[config.mk]
export PLATFORM = sky130hd
export DESIGN_NAME = digit_score_sched
export DESIGN_NICKNAME = d
export VERILOG_FILES = /design/src/rtl/digit_score_sched.sv
export SDC_FILE = /design/constraint.sdc
export NUM_CORES = 2
export LEC_CHECK = 0
export ABC_CLOCK_PERIOD_IN_PS = 4830
export CAP_MARGIN = 20
export CORE_MARGIN = 5
export CORE_UTILIZATION = 50
export DETAILED_ROUTE_END_ITERATION = 6
export PLACE_DENSITY_LB_ADDON = 0.25
export SLEW_MARGIN = 20
export SYNTH_ARGS = -nofsm -noshare
export SYNTH_HDL_FRONTEND = slang
export SYNTH_SLANG_ARGS = --single-unit
export TNS_END_PERCENT = 50
[constraint.sdc]
create_clock -name clk -period 4.83 [get_ports clk]
set_clock_uncertainty 0.05 [all_clocks]
set_input_delay 0.966 -clock clk [delete_from_list [all_inputs] [get_ports clk]]
set_output_delay 0.966 -clock clk [all_outputs]
set_load 0.005 [all_outputs]
[src/rtl/digit_score_sched.sv]
// Frame-level scoring controller: accumulates per-class block scores, adds bias, argmaxes.
// Optional runner-up margin output enabled by defining DIGIT_SCORE_MARGIN_EN.
module digit_score_sched #(
   parameter int DEBIT      = 22,
   parameter int ACC_W      = 32,
   parameter int NUM_BLOCKS = 784,
   parameter int UP         = 108,
   parameter int DOWN       = 164,
   parameter int LEFT       = 212,
   parameter logic [10*ACC_W-1:0] BIAS = '0
) (
   input  logic                     clk,
   input  logic                     rst_n,
   input  logic [10:0]              xpos,
   input  logic [10:0]              ypos,
   input  logic                     blk_done,
   input  logic [10*(DEBIT+1)-1:0]  blk_scores,
   input  logic                     res_ready,
   output logic                     res_valid,
   output logic [3:0]               res_digit,
   output logic signed [ACC_W-1:0]  res_score,
`ifdef DIGIT_SCORE_MARGIN_EN
   output logic signed [ACC_W-1:0]  res_margin,
`endif
   output logic                     busy,
   output logic                     err_overrun,
   output logic                     err_short
);

   localparam int SW    = DEBIT + 1;
   localparam int CNT_W = $clog2(NUM_BLOCKS + 1);

   typedef enum logic [2:0] {IDLE, ACCUM, BIAS_ADD, ARGMAX, RESULT} state_t;

   function automatic logic signed [ACC_W-1:0] sext_score(input logic [SW-1:0] s);
      return ACC_W'(signed'(s));
   endfunction

   function automatic logic signed [ACC_W-1:0] bias_of(input int i);
      return signed'(BIAS[i*ACC_W +: ACC_W]);
   endfunction

   state_t                   state;
   logic signed [ACC_W-1:0]  acc [10];
   logic [CNT_W-1:0]         done_cnt;
   logic [3:0]               idx;
   logic [3:0]               best_idx;
   logic signed [ACC_W-1:0]  best;
   logic signed [ACC_W-1:0]  cand;
   logic signed [ACC_W-1:0]  best_nxt;
   logic [3:0]               best_idx_nxt;
   logic                     cand_wins;
   logic                     frame_start;
   logic                     window_end;
   logic                     last_blk;

   assign frame_start = (xpos == 11'(LEFT)) && (ypos == 11'(UP));
   assign window_end  = (xpos == 11'(LEFT)) && (ypos == 11'(DOWN + 1));
   assign last_blk    = blk_done && (done_cnt == CNT_W'(NUM_BLOCKS - 1));
   assign busy        = (state == ACCUM) || (state == BIAS_ADD) || (state == ARGMAX);

   assign cand         = acc[idx];
   assign cand_wins    = cand > best;
   assign best_nxt     = cand_wins ? cand : best;
   assign best_idx_nxt = cand_wins ? idx : best_idx;

`ifdef DIGIT_SCORE_MARGIN_EN
   logic signed [ACC_W-1:0] second;
   logic signed [ACC_W-1:0] second_nxt;
   // A displaced best becomes runner-up; a tie with best lands here too, giving margin 0.
   assign second_nxt = cand_wins ? best : ((cand > second) ? cand : second);
`endif

   always_ff @(posedge clk or negedge rst_n) begin
      if (!rst_n) begin
         state       <= IDLE;
         for (int i = 0; i < 10; i++) acc[i] <= '0;
         done_cnt    <= '0;
         idx         <= '0;
         best_idx    <= '0;
         best        <= '0;
         res_valid   <= 1'b0;
         res_digit   <= '0;
         res_score   <= '0;
         err_overrun <= 1'b0;
         err_short   <= 1'b0;
`ifdef DIGIT_SCORE_MARGIN_EN
         second      <= '0;
         res_margin  <= '0;
`endif
      end else begin
         err_overrun <= frame_start &&
                        (state == BIAS_ADD || state == ARGMAX || state == RESULT);
         err_short   <= 1'b0;
         case (state)
            IDLE: begin
               if (frame_start) begin
                  for (int i = 0; i < 10; i++) acc[i] <= '0;
                  done_cnt <= '0;
                  state    <= ACCUM;
               end
            end
            ACCUM: begin
               // The final completion outranks a coincident frame start.
               if (last_blk) begin
                  for (int i = 0; i < 10; i++)
                     acc[i] <= acc[i] + sext_score(blk_scores[i*SW +: SW]);
                  done_cnt    <= done_cnt + 1'b1;
                  err_overrun <= frame_start;
                  state       <= BIAS_ADD;
               end else if (frame_start && done_cnt != '0) begin
                  for (int i = 0; i < 10; i++) acc[i] <= '0;
                  done_cnt    <= '0;
                  err_overrun <= 1'b1;
               end else if (window_end) begin
                  err_short <= 1'b1;
                  state     <= IDLE;
               end else if (blk_done) begin
                  for (int i = 0; i < 10; i++)
                     acc[i] <= acc[i] + sext_score(blk_scores[i*SW +: SW]);
                  done_cnt <= done_cnt + 1'b1;
               end
            end
            BIAS_ADD: begin
               for (int i = 0; i < 10; i++) acc[i] <= acc[i] + bias_of(i);
               best     <= acc[0] + bias_of(0);
               best_idx <= '0;
               idx      <= 4'd1;
`ifdef DIGIT_SCORE_MARGIN_EN
               second   <= {1'b1, {(ACC_W-1){1'b0}}};
`endif
               state    <= ARGMAX;
            end
            ARGMAX: begin
               best     <= best_nxt;
               best_idx <= best_idx_nxt;
`ifdef DIGIT_SCORE_MARGIN_EN
               second   <= second_nxt;
`endif
               if (idx == 4'd9) begin
                  res_valid  <= 1'b1;
                  res_digit  <= best_idx_nxt;
                  res_score  <= best_nxt;
`ifdef DIGIT_SCORE_MARGIN_EN
                  res_margin <= best_nxt - second_nxt;
`endif
                  state      <= RESULT;
               end else begin
                  idx <= idx + 4'd1;
               end
            end
            RESULT: begin
               if (res_ready) begin
                  res_valid <= 1'b0;
                  state     <= IDLE;
               end
            end
            default: state <= IDLE;
         endcase
      end
   end

endmodule

==> metrics.md <==
| Metric | Value |
|---|---|
| Status | `complete, no violations` |
| Min-Delay Path Class | `in -> async` |
| Syn_nets | `4503` |
| Crit path max fanout | `17` |
| Drt pass-1 iters | `6` |
| Post-CTS Setup Repair Bufs | `0` |
| Measured slew at the worst slew-check pin | `1.013 ns` |
| Area grow syn2layout | `17.64%` |
| Worst hold slack | `0.3326 ns` |
| Min cycle time layout | `4.473 ns` |
| Final #Nets | `4760` |
| Antenna violations before repair | `4` |
| Core Util, Final | `59.00%` |
| Yosys warns | `0` |
| Root Driver | `clkbuf_16` |
| Setup_tns | `0 ns` |
| Final count of hold timing violations | `0` |
| Setup crit start kind | `register` |
| First-pass GRT wire length | `171400 um` |
| Final Max Slew Viols | `0` |
| Core area | `68350 um2` |
| GP Congestion | `0.9557` |
| Synth cell types | `85` |
| Worst Path Required | `5.25 ns` |
| Most frequent cells in the layout | `555 x nand2_1, 410 x dfrtp_1, 380 x o21ai_0` |
| H-tree levels | `2` |
| Most common cell after layout, fill and taps aside | `nand2_1` |
| PostCTS Resize Cnt | `0` |
| Post-DRT Antenna Nets | `0` |
| Post-DP HPWL | `86380 um` |
| Async S/R FF share, synth | `100.0%` |
| CTS Hold Bufs | `0` |
| Vias in the first global route | `29287` |
| CP Data Arrival Time | `4.89 ns` |
| CTS tree | `done` |
| FP Rows | `96` |
| Power density over the cells | `208.7 nW/um2` |
| Synthesized cell area | `34280 um2` |
| Clock latency on the worst-skew pair | `0.61 ns` |
| TritonCTS Buffers | `50` |
| Via count | `31322` |
| Starting Density | `50.15%` |
| Fmax | `0.2236 GHz` |
| Drt drc | `0` |
| Sequential share of the synthesized area | `30.08%` |
| Critical path endpoint category | `register` |
| WL per Instance | `22.15 um` |
| Die Height | `271.8 um` |
| Clock transition at the registers of the reported paths | `0.07 ns` |
| Longest Clk Path Bufs | `3` |
| Max-cap violation count | `0` |
| I/O pin total | `296` |
| FF+latch count, synth | `412` |
| Register-to-Register Path Depth | `16` |
| Max-slew headroom | `32.44%` |
| Total global routing overflow | `0` |
| Sinks on Clock Net | `412` |
| Most used DFF post-synth | `dfrtp_1` |
| Share of layout cells above drive strength 1 | `7.400%` |
| Fin crit share | `92.60%` |
| Post-synth EDFFs | `0` |
| Port bufs | `295` |
| Tot GR Track Use | `29.25%` |
| Largest net degree at the start of global routing | `187` |
| Syn Inst Count | `3891` |
| Die area | `73890 um2` |
| Syn avg cell area | `8.809 um2` |
| Initial drt markers | `2827` |
| Final wirelength | `112400 um` |
| # setup viols final | `0` |
| Vias per inst | `6.173` |
| RSZ-0062 raised after global routing | `no` |
| VDD IR-drop max | `0.0002613 V` |
| Finished layout cell area | `40320 um2` |
| Die W | `271.8 um` |
| Dpl cell area | `38530 um2` |
| Critical path class | `reg -> reg` |
| Leak | `0.01888 uW` |
-- cell usage after synthesis (all sizes together) (7+ instances only) --
library cell / count / area share (%)
and2: 21 / 0.38
a21boi: 11 / 0.24
a311oi: 8 / 0.20
clkbuf: 147 / 1.6
o21a: 35 / 0.77
xor2: 132 / 3.4
a221o: 35 / 1.0
nor2: 165 / 1.8
mux2: 32 / 1.1
or3: 14 / 0.26
nand3: 71 / 1.0
o21bai: 48 / 1.1
a21o: 174 / 3.8
o41ai: 15 / 0.38
nand2: 555 / 6.1
nor3: 58 / 0.86
inv: 118 / 1.3
fa: 10 / 0.58
and4: 9 / 0.23
xnor2: 146 / 3.7
nor2b: 30 / 0.55
dfrtp: 412 / 30
o2bb2ai: 31 / 0.79
a211oi: 31 / 0.69
o211ai: 22 / 0.48
a31oi: 26 / 0.49
mux4: 64 / 4.2
a221oi: 13 / 0.35
a2111oi: 8 / 0.20
o2111ai: 7 / 0.18
nand2b: 28 / 0.51
a21oi: 261 / 3.8
or4: 8 / 0.18
and3: 37 / 0.70
a22o: 20 / 0.51
nor4: 9 / 0.16
a41oi: 7 / 0.18
o21ai: 384 / 5.6
or2: 15 / 0.27
nand4: 35 / 0.64
buf: 24 / 0.31
ha: 346 / 13
o31ai: 100 / 2.2
a22oi: 36 / 0.79
mux2i: 66 / 1.9
-- logic make-up (layout without fill, tap and decap cells) --
group | count (synthesis) | in the layout | share of synthesized area [%]
AO/OA/AOI/OAI | 1317 | 1317 | 25.01
XOR/XNOR | 278 | 278 | 7.104
adder cells (fa/ha/maj) | 356 | 356 | 13.21
buffers and inverters | 290 | 588 | 3.223
flip-flops | 412 | 412 | 30.08
multiplexers | 162 | 162 | 7.184
other | 0 | 3 | 0
AND/OR/NAND/NOR | 1076 | 1076 | 14.18
-- metrics by stage --
stage               setup WS, ns  power, uW  instances
global placement         0.03403       4317       4977
floorplan                 0.2910       3893       3891
detailed placement       0.02172       4323       4978
global route              0.1522       8673       5072
finish                    0.3575       8414       5074
CTS                       0.3934       8465       5071
-- layout make-up --
class,count,area (um2)
tap,882,1104
sequential,412,10310
timing repair buffer,376,3754
clock buffer,66,1413
multi-input combinational,3189,22910
fill,5978,28020
clock inverter,27,374.1
antenna,3,7.507
inverter,119,446.7
-- sequential cells by signal (all words and copies together), names as in the netlist, 3 cells and up --
name       flops
state          3
idx            4
acc          320
best_idx       4
best          32
res_score     32
done_cnt      10
res_digit      4
-- critical path, stage by stage (launching register included) --
cell and delay, ns:
dfrtp_4 0.60, buf_12 0.21, buf_4 0.28, mux4_2 0.61
o2bb2ai_1 0.23, ha_1 0.33, nor2b_1 0.13, o21a_1 0.16
o21a_1 0.16, o21bai_1 0.12, a21oi_1 0.08, o21ai_0 0.18
a21boi_0 0.16, o21ai_4 0.27, buf_12 0.22, mux2i_1 0.39
o21ai_0 0.13
-- path summary, 6_finish.rpt --
check                                          from                        end  slack, ns
max                              idx[0]$_DFFE_PN0P_  res_score[31]$_DFFE_PN0P_       0.36
min                                           rst_n         acc[8]$_DFFE_PN0P_       0.33
max reg2reg                      idx[0]$_DFFE_PN0P_  res_score[31]$_DFFE_PN0P_       0.36
min reg2reg                res_score[9]$_DFFE_PN0P_   res_score[9]$_DFFE_PN0P_       0.43
max in group asynchronous                     rst_n       acc[198]$_DFFE_PN0P_       3.38
min in group clk           res_score[9]$_DFFE_PN0P_   res_score[9]$_DFFE_PN0P_       0.43
-- metal layers --
layer / share of wire [%] / vias to the layer above / track usage (%)
met5: 0 / - / 0
met4: 3.7 / 0 / 9.655
met3: 7.4 / 171 / 4.369
met2: 45 / 1095 / 45.77
met1: 44 / 15089 / 41.84
li1: - / 14967 / -
-- report_power, final --
part           total, uW  switching [uW]  internal [uW]
clock               4150            1610           2530
sequential          3450          0.0118           3450
combinational        814             427            387
Power figures use the tool's default switching activity.
